### config.mk
export PLATFORM = sky130hd
export DESIGN_NAME = ddr_port_arbiter
export DESIGN_NICKNAME = d
export VERILOG_FILES = /design/src/rtl/ddr_arb_pkg.sv /design/src/rtl/tog_pending.sv /design/src/rtl/ddr_port_arbiter.sv
export SDC_FILE = /design/constraint.sdc
export NUM_CORES = 1
export LEC_CHECK = 0
export BUFFER_PORTS_ARGS = -buffer_cell sky130_fd_sc_hd__buf_2
export CORE_ASPECT_RATIO = 1.5
export CORE_UTILIZATION = 50
export CTS_BUF_LIST = sky130_fd_sc_hd__clkbuf_16
export DETAILED_ROUTE_END_ITERATION = 16
export PLACE_DENSITY = 0.81
export SYNTH_ARGS = -nofsm -noshare
export SYNTH_HDL_FRONTEND = slang
export SYNTH_SLANG_ARGS = --single-unit
### constraint.sdc
create_clock -name clk_sys -period 2.95 [get_ports clk_sys]
set_input_delay 0.59 -clock clk_sys [delete_from_list [all_inputs] [get_ports clk_sys]]
set_output_delay 0.59 -clock clk_sys [all_outputs]
set_load 0.03 [all_outputs]
### src/rtl/ddr_arb_pkg.sv
// rtl/ddr_arb_pkg.sv - shared types and defaults for the DDR port arbiter
package ddr_arb_pkg;

    typedef enum logic [1:0] {
        IDLE  = 2'd0,
        WAIT  = 2'd1,
        DONE  = 2'd2,
        DRAIN = 2'd3
    } state_t;

    localparam logic [1:0] REQ_ROM = 2'd0;
    localparam logic [1:0] REQ_DL  = 2'd1;
    localparam logic [1:0] REQ_SAV = 2'd2;

    localparam logic [24:0] SAV_BASE_DEF   = 25'h1F00000;
    localparam int          STARVE_MAX_DEF = 8;

endpackage

### src/rtl/tog_pending.sv
// rtl/tog_pending.sv - toggle-handshake ack register with pending flag
module tog_pending (
    input  logic clk_sys,
    input  logic reset,
    input  logic req,
    input  logic done,
    output logic ack,
    output logic pending
);

    // Reset copies req so any outstanding request is dropped; done flips ack.
    always_ff @(posedge clk_sys) begin
        if (reset) begin
            ack <= req;
        end else if (done) begin
            ack <= ~ack;
        end
    end

    assign pending = req ^ ack;

endmodule

### src/rtl/ddr_port_arbiter.sv
// rtl/ddr_port_arbiter.sv - three-way arbiter onto the ddram toggle port
module ddr_port_arbiter
    import ddr_arb_pkg::*;
#(
    parameter int              AW         = 25,
    parameter int              DW         = 16,
    parameter logic [AW-1:0]   SAV_BASE   = AW'(SAV_BASE_DEF),
    parameter int              STARVE_MAX = STARVE_MAX_DEF
) (
    input  logic          clk_sys,
    input  logic          reset,
    input  logic          rom_req,
    input  logic [AW-1:0] rom_addr,
    output logic [DW-1:0] rom_dout,
    output logic          rom_ack,
    input  logic          dl_req,
    input  logic [AW-1:0] dl_addr,
    input  logic [DW-1:0] dl_din,
    output logic          dl_ack,
    input  logic          sav_req,
    input  logic          sav_we,
    input  logic [AW-1:0] sav_addr,
    input  logic [DW-1:0] sav_din,
    output logic [DW-1:0] sav_dout,
    output logic          sav_ack,
    output logic          mem_rd_req,
    input  logic          mem_rd_ack,
    output logic          mem_wr_req,
    input  logic          mem_wr_ack,
    output logic [AW-1:0] mem_addr,
    output logic [DW-1:0] mem_din,
    input  logic [DW-1:0] mem_dout
);

    localparam int CW = $clog2(STARVE_MAX + 1);

    state_t        state;
    logic [1:0]    winner;
    logic          win_wr;
    logic [DW-1:0] rd_data;
    logic [CW-1:0] starve_cnt;

    logic rom_pend, dl_pend, sav_pend;
    logic lower_pend, starve_hit, mem_outstanding;
    logic grant_valid, grant_wr;
    logic [1:0]    grant_idx;
    logic [AW-1:0] grant_addr;
    logic [DW-1:0] grant_din;

    tog_pending u_rom (
        .clk_sys (clk_sys), .reset (reset), .req (rom_req),
        .done    (state == DONE && winner == REQ_ROM),
        .ack     (rom_ack), .pending (rom_pend)
    );

    tog_pending u_dl (
        .clk_sys (clk_sys), .reset (reset), .req (dl_req),
        .done    (state == DONE && winner == REQ_DL),
        .ack     (dl_ack), .pending (dl_pend)
    );

    tog_pending u_sav (
        .clk_sys (clk_sys), .reset (reset), .req (sav_req),
        .done    (state == DONE && winner == REQ_SAV),
        .ack     (sav_ack), .pending (sav_pend)
    );

    assign lower_pend      = dl_pend | sav_pend;
    assign starve_hit      = lower_pend && (starve_cnt == CW'(STARVE_MAX));
    assign mem_outstanding = (mem_rd_req != mem_rd_ack) || (mem_wr_req != mem_wr_ack);

    // Fixed priority ROM > download > save, with ROM skipped once the starvation budget is spent.
    always_comb begin
        grant_valid = 1'b0;
        grant_idx   = REQ_ROM;
        grant_wr    = 1'b0;
        grant_addr  = rom_addr;
        grant_din   = dl_din;
        if (rom_pend && !starve_hit) begin
            grant_valid = 1'b1;
        end else if (dl_pend) begin
            grant_valid = 1'b1;
            grant_idx   = REQ_DL;
            grant_wr    = 1'b1;
            grant_addr  = dl_addr;
        end else if (sav_pend) begin
            grant_valid = 1'b1;
            grant_idx   = REQ_SAV;
            grant_wr    = sav_we;
            grant_addr  = sav_addr + SAV_BASE;
            grant_din   = sav_din;
        end
    end

    // Transaction sequencer: grant, wait for the ddram ack, return data and ack the winner.
    always_ff @(posedge clk_sys) begin
        if (reset) begin
            // A transaction already issued to ddram must still be absorbed.
            state      <= (state == WAIT || state == DONE || mem_outstanding) ? DRAIN : IDLE;
            rom_dout   <= '0;
            sav_dout   <= '0;
            mem_addr   <= '0;
            mem_din    <= '0;
            rd_data    <= '0;
            starve_cnt <= '0;
            winner     <= REQ_ROM;
            win_wr     <= 1'b0;
        end else begin
            case (state)
                IDLE: begin
                    if (!lower_pend) begin
                        starve_cnt <= '0;
                    end
                    if (grant_valid) begin
                        winner   <= grant_idx;
                        win_wr   <= grant_wr;
                        mem_addr <= grant_addr;
                        mem_din  <= grant_din;
                        if (grant_wr) begin
                            mem_wr_req <= ~mem_wr_req;
                        end else begin
                            mem_rd_req <= ~mem_rd_req;
                        end
                        if (grant_idx == REQ_ROM && lower_pend) begin
                            starve_cnt <= starve_cnt + CW'(1);
                        end else begin
                            starve_cnt <= '0;
                        end
                        state <= WAIT;
                    end
                end
                WAIT: begin
                    if (win_wr) begin
                        if (mem_wr_ack == mem_wr_req) begin
                            state <= DONE;
                        end
                    end else if (mem_rd_ack == mem_rd_req) begin
                        rd_data <= mem_dout;
                        state   <= DONE;
                    end
                end
                DONE: begin
                    if (!win_wr && winner == REQ_ROM) begin
                        rom_dout <= rd_data;
                    end
                    if (!win_wr && winner == REQ_SAV) begin
                        sav_dout <= rd_data;
                    end
                    state <= IDLE;
                end
                default: begin
                    if (!mem_outstanding) begin
                        state <= IDLE;
                    end
                end
            endcase
        end
    end

endmodule

==> results summary <==
In this run, post-CTS hold repair placed 0 buffers. The number of clock buffers added by TritonCTS is 9. Across the routed clock network, the largest skew measured is 5.90 ps. The area fraction of the dominant cell type after synthesis is 0.405. The critical path buffer and inverter count is 1. The DRC violations left came out at 0. The maximum count of clock buffers along a single path is 2. The power density over the cells is 828 nW/um^2.

The maximum fanout along the worst path is 16. Setup repair after global routing left no endpoint under its margin. VDD sags by at most 0.000467 V. The number of instances in the synthesized netlist is slightly below 600. The critical path required time is between 3000 and 4000 ps. Using the TritonRoute via totals, the vias-per-cell ratio works out to 5.48. The final total negative setup slack came out at 0 ps. The synthesized area per cell came out at between 8 and 9 um^2.

The number of non-filler instances in the completed layout came out at 897. The signal on the critical path passes through inv_1 -> ha_1 -> and3b_1 -> o211ai_2 -> nand2_1 -> a311oi_1. The max-cap violation count came out at 0.

Across every metal layer, demand over resource in global routing totals 0.269. At the end of the flow the core is filled with cells to 0.669. The share of flip-flops with an asynchronous set or reset after synthesis is 0. In this run the tool buffered the top-level ports with between 200 and 250 buffer cells.

The most used flip-flop cell after synthesis is sky130_fd_sc_hd__dfxtp_1. The via count of the first global-routing pass came out at 4,796. The share of the Yosys chip area taken by registers is 0.449. After legalization and detailed placement, the total HPWL measured 9790 um.

Broken down by cell family, the worst path's largest delay share belongs to compound AO/OA/AOI/OAI gates. The overall routed net length is 13,100 um. The number of storage elements in the synthesis netlist came out at 103.

The CTS tree is done. The leakage power of the design is around 2.8 nW. The final-report setup violation count is 0. The critical path class is reg2reg. The total chip power came out at 5.13 mW. The vertical extent of the die is 121 um.

The total number of nets in the final design came out at 918. The cell area after layout came out at ~6200 um^2. The number of distinct library cells after synthesis came out at 45.

The worst min-delay path category is reg2reg. The data arrival time of the worst path came out at 2350 ps. The highest clock rate is 474 MHz.

In this run the tightest slew margin relative to its limit is 0.503. After global routing the overflow that remains totals 0. The shortest clock period the worst path allows after layout is 2110 ps. The cell area reported after detailed placement came out at 5900 um^2. The area of the multi-input gates came out at roughly 2400 um^2. The slew of the pin with the lowest slew margin is approximately 740 ps. Leaving out fill and tap cells, the most frequent cell in the layout is sky130_fd_sc_hd__buf_2. The cell with the biggest individual delay on the critical path is sky130_fd_sc_hd__o211ai_2. The area growth from synthesis to layout came out at 30.3%. The buffers inserted during post-CTS setup optimization came out at 0. The delay contributed by the slowest stage of the critical path is around 600 ps. By area the synthesized netlist is led by sky130_fd_sc_hd__dfxtp_1 (40%), sky130_fd_sc_hd__nand2_1 (12%), sky130_fd_sc_hd__a21oi_1 (7.8%).

The I/O pin total is 209. The floorplan step set the die width to 81.6 um. In the layout the commonest cells are sky130_fd_sc_hd__buf_2 (207), sky130_fd_sc_hd__nand2_1 (154), sky130_fd_sc_hd__dfxtp_1 (96).

The quantity of gates resized following cts came out at 0. The floorplan step defined a die boundary enclosing about 9900 um^2. The first global-routing pass estimated 20,600 um of wire.

The max-slew violation total from the final report is 0. The worst setup margin is 839 ps. In the final layout, the share of cells above drive strength 1 is 0.330.

CTS placed an instance of sky130_fd_sc_hd__clkbuf_16 at the clock tree root. The clock net sink count is 103. The number of antenna violations at the first check in global routing is 0. The top cell type by total area after synthesis is sky130_fd_sc_hd__dfxtp_1. The post-CTS clock slew at the launch and capture registers of the worst setup and hold paths came out at 70 ps.

In the final layout, flip-flops and latches occupy 2130 um^2. The number of synthesized flops with an enable pin is 7. The final-layout worst hold slack is between 400 and 500 ps. The worst setup slack after placement is 687 ps. The number of nets in the synthesized netlist is 730.

The via count of the routed design is 4,918. The average wire per cell in the routed design came out at 14.7 um. The run finished with clean final reports. The initial core utilization is 0.513. The combined area of all synthesized cells is 4750 um^2. In this run the standard cell core region covers between 9000 and 10,000 um^2. Dividing the final minimum period by the clock period gives 0.715.

The clock insertion delay at the later pin of the skew report is 340 ps. The standard-cell row count came out at 43. The synthesis warning total is 0. The cell count after placement is ~900.

The total of fill cells in the finished design is 809. The pin count of the biggest net entering global routing is 59. The residual antenna-violating net count after detailed routing came out at 0. The first-iteration detailed-routing DRC count is 194. At the end of routability-driven placement, the weighted congestion stood at 0.866. The nature of the critical path endpoint is a flop. The count of endpoints failing hold in the final timing report came out at 0.

The antenna diode count is 0. CTS built an H-tree with a depth of 3. The startpoint type of the worst setup path is a flop. The first detailed-routing pass ran for 4 iterations.
-- power by group --
part	switching, mW	internal (mW)	leakage, nW
registers	0.178	1.70	0.849
logic	1.38	0.702	1.77
clock network	0.511	0.651	0.144
total	2.07	3.05	2.76
-- cells by family (layout without fill, tap and decap cells) --
group	after synthesis	in the layout	share of synthesized area
and+or+nand+nor	249	249	0.216
AOI/OAI and AO/OA	157	157	0.228
DFF	103	103	0.449
buffers and inverters	58	251	0.0514
xor gates and xnor gates	15	15	0.0308
adders and majority gates	7	7	0.0184
muxes	3	3	0.00632
-- worst paths after layout --
path | startpoint | to | slack, ps | cells after the start
worst max-delay path | starve_cnt[0]$_SDFFE_PP0P_ | mem_din[1]$_SDFFE_PP0P_ | 840 | 6
worst min register to register | rom_dout[3]$_SDFFE_PP0P_ | rom_dout[3]$_SDFFE_PP0P_ | 450 | 2
worst min-delay path | rom_dout[3]$_SDFFE_PP0P_ | rom_dout[3]$_SDFFE_PP0P_ | 450 | 2
worst max register to register | starve_cnt[0]$_SDFFE_PP0P_ | mem_din[1]$_SDFFE_PP0P_ | 840 | 6
-- routing by layer --
metal  wire length, um  part of all wire  up-vias  GRT usage
met2              7050              0.54      219      0.513
met1              4910              0.37     2275      0.273
li1                  -                 -     2409          -
met4               235             0.018        0     0.0998
met3               953             0.072       15     0.0586
met5                 0                 0        -          0
-- worst reg2reg max path, cell delays in order (launching register included) --
cell                       delay [ps]
sky130_fd_sc_hd__dfxtp_1          400
sky130_fd_sc_hd__inv_1             60
sky130_fd_sc_hd__ha_1             220
sky130_fd_sc_hd__and3b_1          230
sky130_fd_sc_hd__o211ai_2         600
sky130_fd_sc_hd__nand2_1          160
sky130_fd_sc_hd__a311oi_1         330
-- registers in the layout, summed over array words and instances, names as in the netlist --
| signal | flops |
|---|---|
| mem_addr | 25 |
| mem_din | 16 |
| rd_data | 16 |
| rom_dout | 16 |
| sav_dout | 16 |
| starve_cnt | 4 |
| state | 2 |
| winner | 2 |
| mem_rd_req | 1 |
| mem_wr_req | 1 |
| u_dl.ack | 1 |
| u_rom.ack | 1 |
| u_sav.ack | 1 |
| win_wr | 1 |
-- area by class of cell --
type	instances	area share
Inverter	11	0.00667
Clock buffer	9	0.0364
Sequential cell	103	0.344
Timing Repair Buffer	224	0.190
Tap cell	112	0.0226
Clock inverter	7	0.0107
Multi-Input combinational cell	431	0.389
-- cells in the mapped netlist, types with 2 or more instances --
master / instances
sky130_fd_sc_hd__a211oi_2: 8
sky130_fd_sc_hd__a21o_1: 2
sky130_fd_sc_hd__inv_1: 11
sky130_fd_sc_hd__xor2_2: 2
sky130_fd_sc_hd__nand2_1: 154
sky130_fd_sc_hd__nand3b_1: 3
sky130_fd_sc_hd__buf_2: 12
sky130_fd_sc_hd__o21ai_0: 5
sky130_fd_sc_hd__a211oi_1: 17
sky130_fd_sc_hd__a32oi_1: 3
sky130_fd_sc_hd__nand2b_1: 2
sky130_fd_sc_hd__xnor2_1: 6
sky130_fd_sc_hd__a22o_1: 20
sky130_fd_sc_hd__ha_1: 7
sky130_fd_sc_hd__nor2_1: 52
sky130_fd_sc_hd__and2_1: 3
sky130_fd_sc_hd__nand3_1: 21
sky130_fd_sc_hd__dfxtp_1: 96
sky130_fd_sc_hd__clkbuf_1: 33
sky130_fd_sc_hd__o211ai_1: 2
sky130_fd_sc_hd__xor2_1: 7
sky130_fd_sc_hd__a311oi_1: 16
sky130_fd_sc_hd__mux2i_1: 3
sky130_fd_sc_hd__nor3_1: 6
sky130_fd_sc_hd__edfxtp_1: 7
sky130_fd_sc_hd__a21oi_1: 74
sky130_fd_sc_hd__o21bai_1: 2
Note: power is estimated with default switching activity, not from simulation.
